$ cat config.mk
export PLATFORM = sky130hd
export DESIGN_NAME = mem_split_ctrl
export DESIGN_NICKNAME = d
export VERILOG_FILES = /design/src/rtl/mem_split_ctrl.sv
export SDC_FILE = /design/constraint.sdc
export NUM_CORES = 1
export LEC_CHECK = 0
export ABC_CLOCK_PERIOD_IN_PS = 4000
export BUFFER_PORTS_ARGS = -buffer_cell sky130_fd_sc_hd__buf_2
export CAP_MARGIN = 5
export CORE_ASPECT_RATIO = 0.9
export CORE_MARGIN = 5
export CORE_UTILIZATION = 53
export DETAILED_ROUTE_END_ITERATION = 16
export GPL_ROUTABILITY_DRIVEN = 1
export PLACE_DENSITY = 0.88
export SLEW_MARGIN = 25
export SYNTH_ARGS = -nofsm -noshare
export SYNTH_HDL_FRONTEND = slang
export SYNTH_SLANG_ARGS = --single-unit
export TNS_END_PERCENT = 20
$ cat constraint.sdc
create_clock -name clk -period 4 [get_ports clk]
set_clock_uncertainty 0.15 [all_clocks]
set_input_delay 0.8 -clock clk [delete_from_list [all_inputs] [get_ports clk]]
set_output_delay 0.8 -clock clk [all_outputs]
set_load 0.01 [all_outputs]
$ cat src/rtl/mem_split_ctrl.sv
// Memory-access sequencer: turns one load/store into one or two word-aligned
// beats with byte enables, stalling upstream and flagging split loads.
module mem_split_ctrl (
  input  logic        clk,
  input  logic        rst_n,
  input  logic        op_valid,
  input  logic [4:0]  opcode,
  input  logic        is_load,
  input  logic        is_store,
  input  logic [31:0] addr,
  input  logic [31:0] wdata,
  input  logic        mem_ready,
  output logic        mem_req,
  output logic        mem_we,
  output logic [31:0] mem_addr,
  output logic [31:0] mem_wdata,
  output logic [3:0]  mem_be,
  output logic        stall,
  output logic        is_misaligned
);

  typedef enum logic [1:0] {IDLE, BEAT0, BEAT1} state_t;

  state_t      state, state_next;
  logic [4:0]  op_q;
  logic        store_q;
  logic [31:0] addr_q;
  logic [31:0] wdata_q;

  logic        mem_op;
  logic        is_word, is_half;
  logic [1:0]  off;
  logic        split;
  logic        final_beat;
  logic [31:0] base;
  logic [31:0] data_m;
  logic [4:0]  sh0;
  logic [5:0]  sh1;
  logic [2:0]  rs;
  logic [3:0]  be0, be1;
  logic [31:0] data0, data1;

  assign mem_op  = op_valid & (is_load | is_store) & (opcode >= 5'd3) & (opcode <= 5'd11);

  // Beat fields depend only on the captured operation, never on live inputs.
  assign is_word = (op_q >= 5'd3) & (op_q <= 5'd5);
  assign is_half = (op_q >= 5'd6) & (op_q <= 5'd8);
  assign off     = addr_q[1:0];
  assign split   = (is_word & (off != 2'd0)) | (is_half & (off == 2'd3));
  assign base    = {addr_q[31:2], 2'b00};
  assign data_m  = is_word ? wdata_q :
                   is_half ? {16'h0, wdata_q[15:0]} : {24'h0, wdata_q[7:0]};
  assign sh0     = {off, 3'b000};
  assign sh1     = 6'd32 - {1'b0, off, 3'b000};
  assign rs      = 3'd4 - {1'b0, off};
  assign be0     = is_word ? (4'b1111 << off) :
                   is_half ? (4'b0011 << off) : (4'b0001 << off);
  assign be1     = is_word ? (4'b1111 >> rs) : 4'b0001;
  assign data0   = data_m << sh0;
  assign data1   = data_m >> sh1;

  assign final_beat = (state == BEAT1) | ((state == BEAT0) & !split);

  always_ff @(posedge clk or negedge rst_n) begin
    if (!rst_n) begin
      state         <= IDLE;
      op_q          <= '0;
      store_q       <= 1'b0;
      addr_q        <= '0;
      wdata_q       <= '0;
      is_misaligned <= 1'b0;
    end else begin
      state         <= state_next;
      is_misaligned <= (state == BEAT1) & mem_ready & !store_q;
      if ((state == IDLE) && mem_op) begin
        op_q    <= opcode;
        store_q <= is_store;
        addr_q  <= addr;
        wdata_q <= wdata;
      end
    end
  end

  always_comb begin
    state_next = state;
    mem_req    = 1'b0;
    mem_we     = 1'b0;
    mem_addr   = '0;
    mem_wdata  = '0;
    mem_be     = '0;
    unique case (state)
      IDLE: begin
        if (mem_op) state_next = BEAT0;
      end
      BEAT0: begin
        mem_req   = 1'b1;
        mem_we    = store_q;
        mem_addr  = base;
        mem_be    = store_q ? be0 : 4'b1111;
        mem_wdata = store_q ? data0 : 32'h0;
        if (mem_ready) state_next = split ? BEAT1 : IDLE;
      end
      BEAT1: begin
        mem_req   = 1'b1;
        mem_we    = store_q;
        mem_addr  = base + 32'd4;
        mem_be    = store_q ? be1 : 4'b1111;
        mem_wdata = store_q ? data1 : 32'h0;
        if (mem_ready) state_next = IDLE;
      end
      default: state_next = IDLE;
    endcase
  end

  // The completion cycle of the final beat releases the pipeline.
  assign stall = ((state == IDLE) & mem_op) |
                 ((state != IDLE) & !(final_beat & mem_ready));

endmodule

==> results.md <==
* Status: finished clean
* Post-CTS Hold Fix Bufs at 0
* Chip width at 115 um
* Placed instance area at 0.00610 mm2
* Initial core utilization at 0.542
* Mean Syn Cell Area at 9.35 um2
* WHS at 0.166 ns
* P_int at 2270 uW
* Final core occ at 0.653
* Core area at 0.00966 mm2
* Ports at 147
* Synth top area share at 0.349
* Slew headroom at 0.404
* Number of synthesis warnings at 0
* Post-DP HPWL at 11800 um
* Final layout net count at 779
* Min cycle time layout at 3.81 ns
* Vias at 5433
* Post-synth EDFFs at 0
* Synth Flop Type: dfrtp_1
* Syn Inst Count at 560
* Gate power share at 0.445
* Layout cells sized above 1 at 0.382
* Worst path required time at 3.05 ns
* Post-layout power at 4150 uW
* Iteration-0 DRC Markers at 745
* CTS buffer count at 9
* Row count at 34
* GR Util All Layers at 0.266
* Area contributors post-synth: dfrtp_1, mux2_2, o21ai_0
* Synthesized cell area at 0.00524 mm2
* Hold Vio Cnt, Final at 0
* Post-CTS sizing at 0
* Power per cell area at 658 mW/mm2
* Design area at 0.00631 mm2
* Clock Latency Late Sink at 0.35 ns
* Area grow syn2layout at 20.4%
* Final Max Slew Viols at 0
* Clock transition at the registers of the reported paths at 0.08 ns
* Hold crit path type: in -> async
* Post-CTS Repair Setup Buffers at 0
* Worst-margin pin slew at 0.895 ns
* Routed WL at 16300 um
* Antenna violations before repair at 0
* Commonest non-fill, non-tap cells in the layout: buf_2, mux2_2, dfrtp_1
* Final period util at 0.952
* Post-synthesis sequential area ratio at 0.349
* Routability Congestion at 0.941
* Flops & latches, synth at 73
* Vias in the first global route at 5170
* DIE HEIGHT at 104 um
* Worst Setup End Kind: output pin
* PortBufs at 144
* Die area at 0.0120 mm2
* Wire per inst at 19.7 um
* Sw Ratio at 0.454
* CTS tree: done
* Area leader, netlist: dfrtp_1
* Residual DRC at 0
* Setup tns final at 0 ns
* # diodes at 0
* Gr ovfl total at 0
* RSZ-0062 raised after global routing: false
* Peak Freq at 0.263 GHz
* CTS Buffer Depth at 2
* Flop pwr share at 0.409
* Most common cell after layout, fill and taps aside: buf_2
* Via density at 6.57
* Post-route ant nets at 0
* H-tree depth at 3
* Max rail drop VDD at 0.329 mV
* Ys async rst share at 1.00
* Max-cap violations at 0
* Initial DRT Pass Iterations at 6
* Arr. time, crit path at 2.86 ns
* Largest net degree at the start of global routing at 71
* Crit path max fanout at 11
* NetSw at 1880 uW
* Setup CP Type: reg -> out
* First-pass GRT wire length at 25900 um
* Setup crit start kind: flop
* Clk sink count at 73
* Leakage at 0.00291 uW
* Clock Power Share at 0.146
* Final setup vio count at 0
* Synth unique cells at 65
* Root Driver: clkbuf_8
flip-flops by register name, summed over array words and instances, names as in the netlist:
register	count
store_q	1
wdata_q	32
is_misaligned	1
state	2
addr_q	32
op_q	5
area by class of cell:
type	count	area [um2]
inverters	15	56.3
well taps	126	158
flip-flops and latches	73	1830
repair buffers	162	856
clock inverters	4	51.3
clock buffers	12	155
fillers	827	3350
multi-input cells	435	3200
kinds of logic (layout without fill, tap and decap cells):
kind of cell / after synthesis / in the layout / synth area share
fa+ha+maj: 8 / 8 / 0.0191
flops: 73 / 73 / 0.349
simple gates: 170 / 170 / 0.182
mux: 78 / 78 / 0.167
other cells: 1 / 2 / 0.000716
compound gates: 177 / 177 / 0.242
buf+inv: 53 / 193 / 0.0408
stage by stage:
| stage | std cells | worst slack, ns |
|---|---|---|
| after detailed placement | 811 | 0.625 |
| after global routing | 827 | 0.0514 |
| after floorplan | 561 | 0.489 |
| after CTS | 827 | 0.235 |
| after global placement | 811 | 0.744 |
| final | 827 | 0.192 |
path summary, 6_finish.rpt:
| path | end | startpoint | slack, ns | depth (start not counted) |
|---|---|---|---|---|
| max | mem_wdata[4] | addr_q[1]$_DFFE_PN0P_ | 0.19 | 8 |
| min | addr_q[6]$_DFFE_PN0P_ | rst_n | 0.17 | 1 |
| max reg2reg | addr_q[12]$_DFFE_PN0P_ | state[0]$_DFFE_PN0P_ | 1.78 | 5 |
| min reg2reg | addr_q[31]$_DFFE_PN0P_ | addr_q[31]$_DFFE_PN0P_ | 0.39 | 1 |
| max in group asynchronous | wdata_q[0]$_DFFE_PN0P_ | rst_n | 2.79 | 2 |
| min in group clk | addr_q[31]$_DFFE_PN0P_ | addr_q[31]$_DFFE_PN0P_ | 0.39 | 1 |
layer usage:
layer	wire [um]	global-route usage
met1	6810	0.379
met2	7420	0.395
met3	1540	0.0506
met4	560	0.110
met5	0	0
critical path: stages, from the launching register on:
cell and delay (ns):
dfrtp_1 0.54, inv_1 0.14, ha_1 0.29, and3b_1 0.32, nand2_1 0.19, nor2_1 0.41, and3_1 0.32, a221o_1 0.18
buf_2 0.13
power by group through the flow:
stage | registers (uW) | clock network, uW | logic, uW
after floorplan | 1460 | 0 | 1380
after global placement | 1640 | 0 | 1740
after detailed placement | 1670 | 0 | 1820
after global routing | 1740 | 656 | 2020
final | 1700 | 606 | 1850
after CTS | 1660 | 621 | 1830
cell usage after synthesis (7+ instances only):
library cell	number
a21oi_1	18
a221o_1	7
a22oi_1	23
a31oi_1	8
a32oi_1	9
and2_1	10
and3_1	11
clkbuf_1	26
dfrtp_1	73
ha_1	8
inv_1	14
mux2_2	73
nand2_1	37
nand2b_1	7
nand3_1	23
nand4_1	11
nor2_1	25
nor3_1	9
o211ai_1	14
o21ai_0	38
Power figures use the tool's default switching activity.
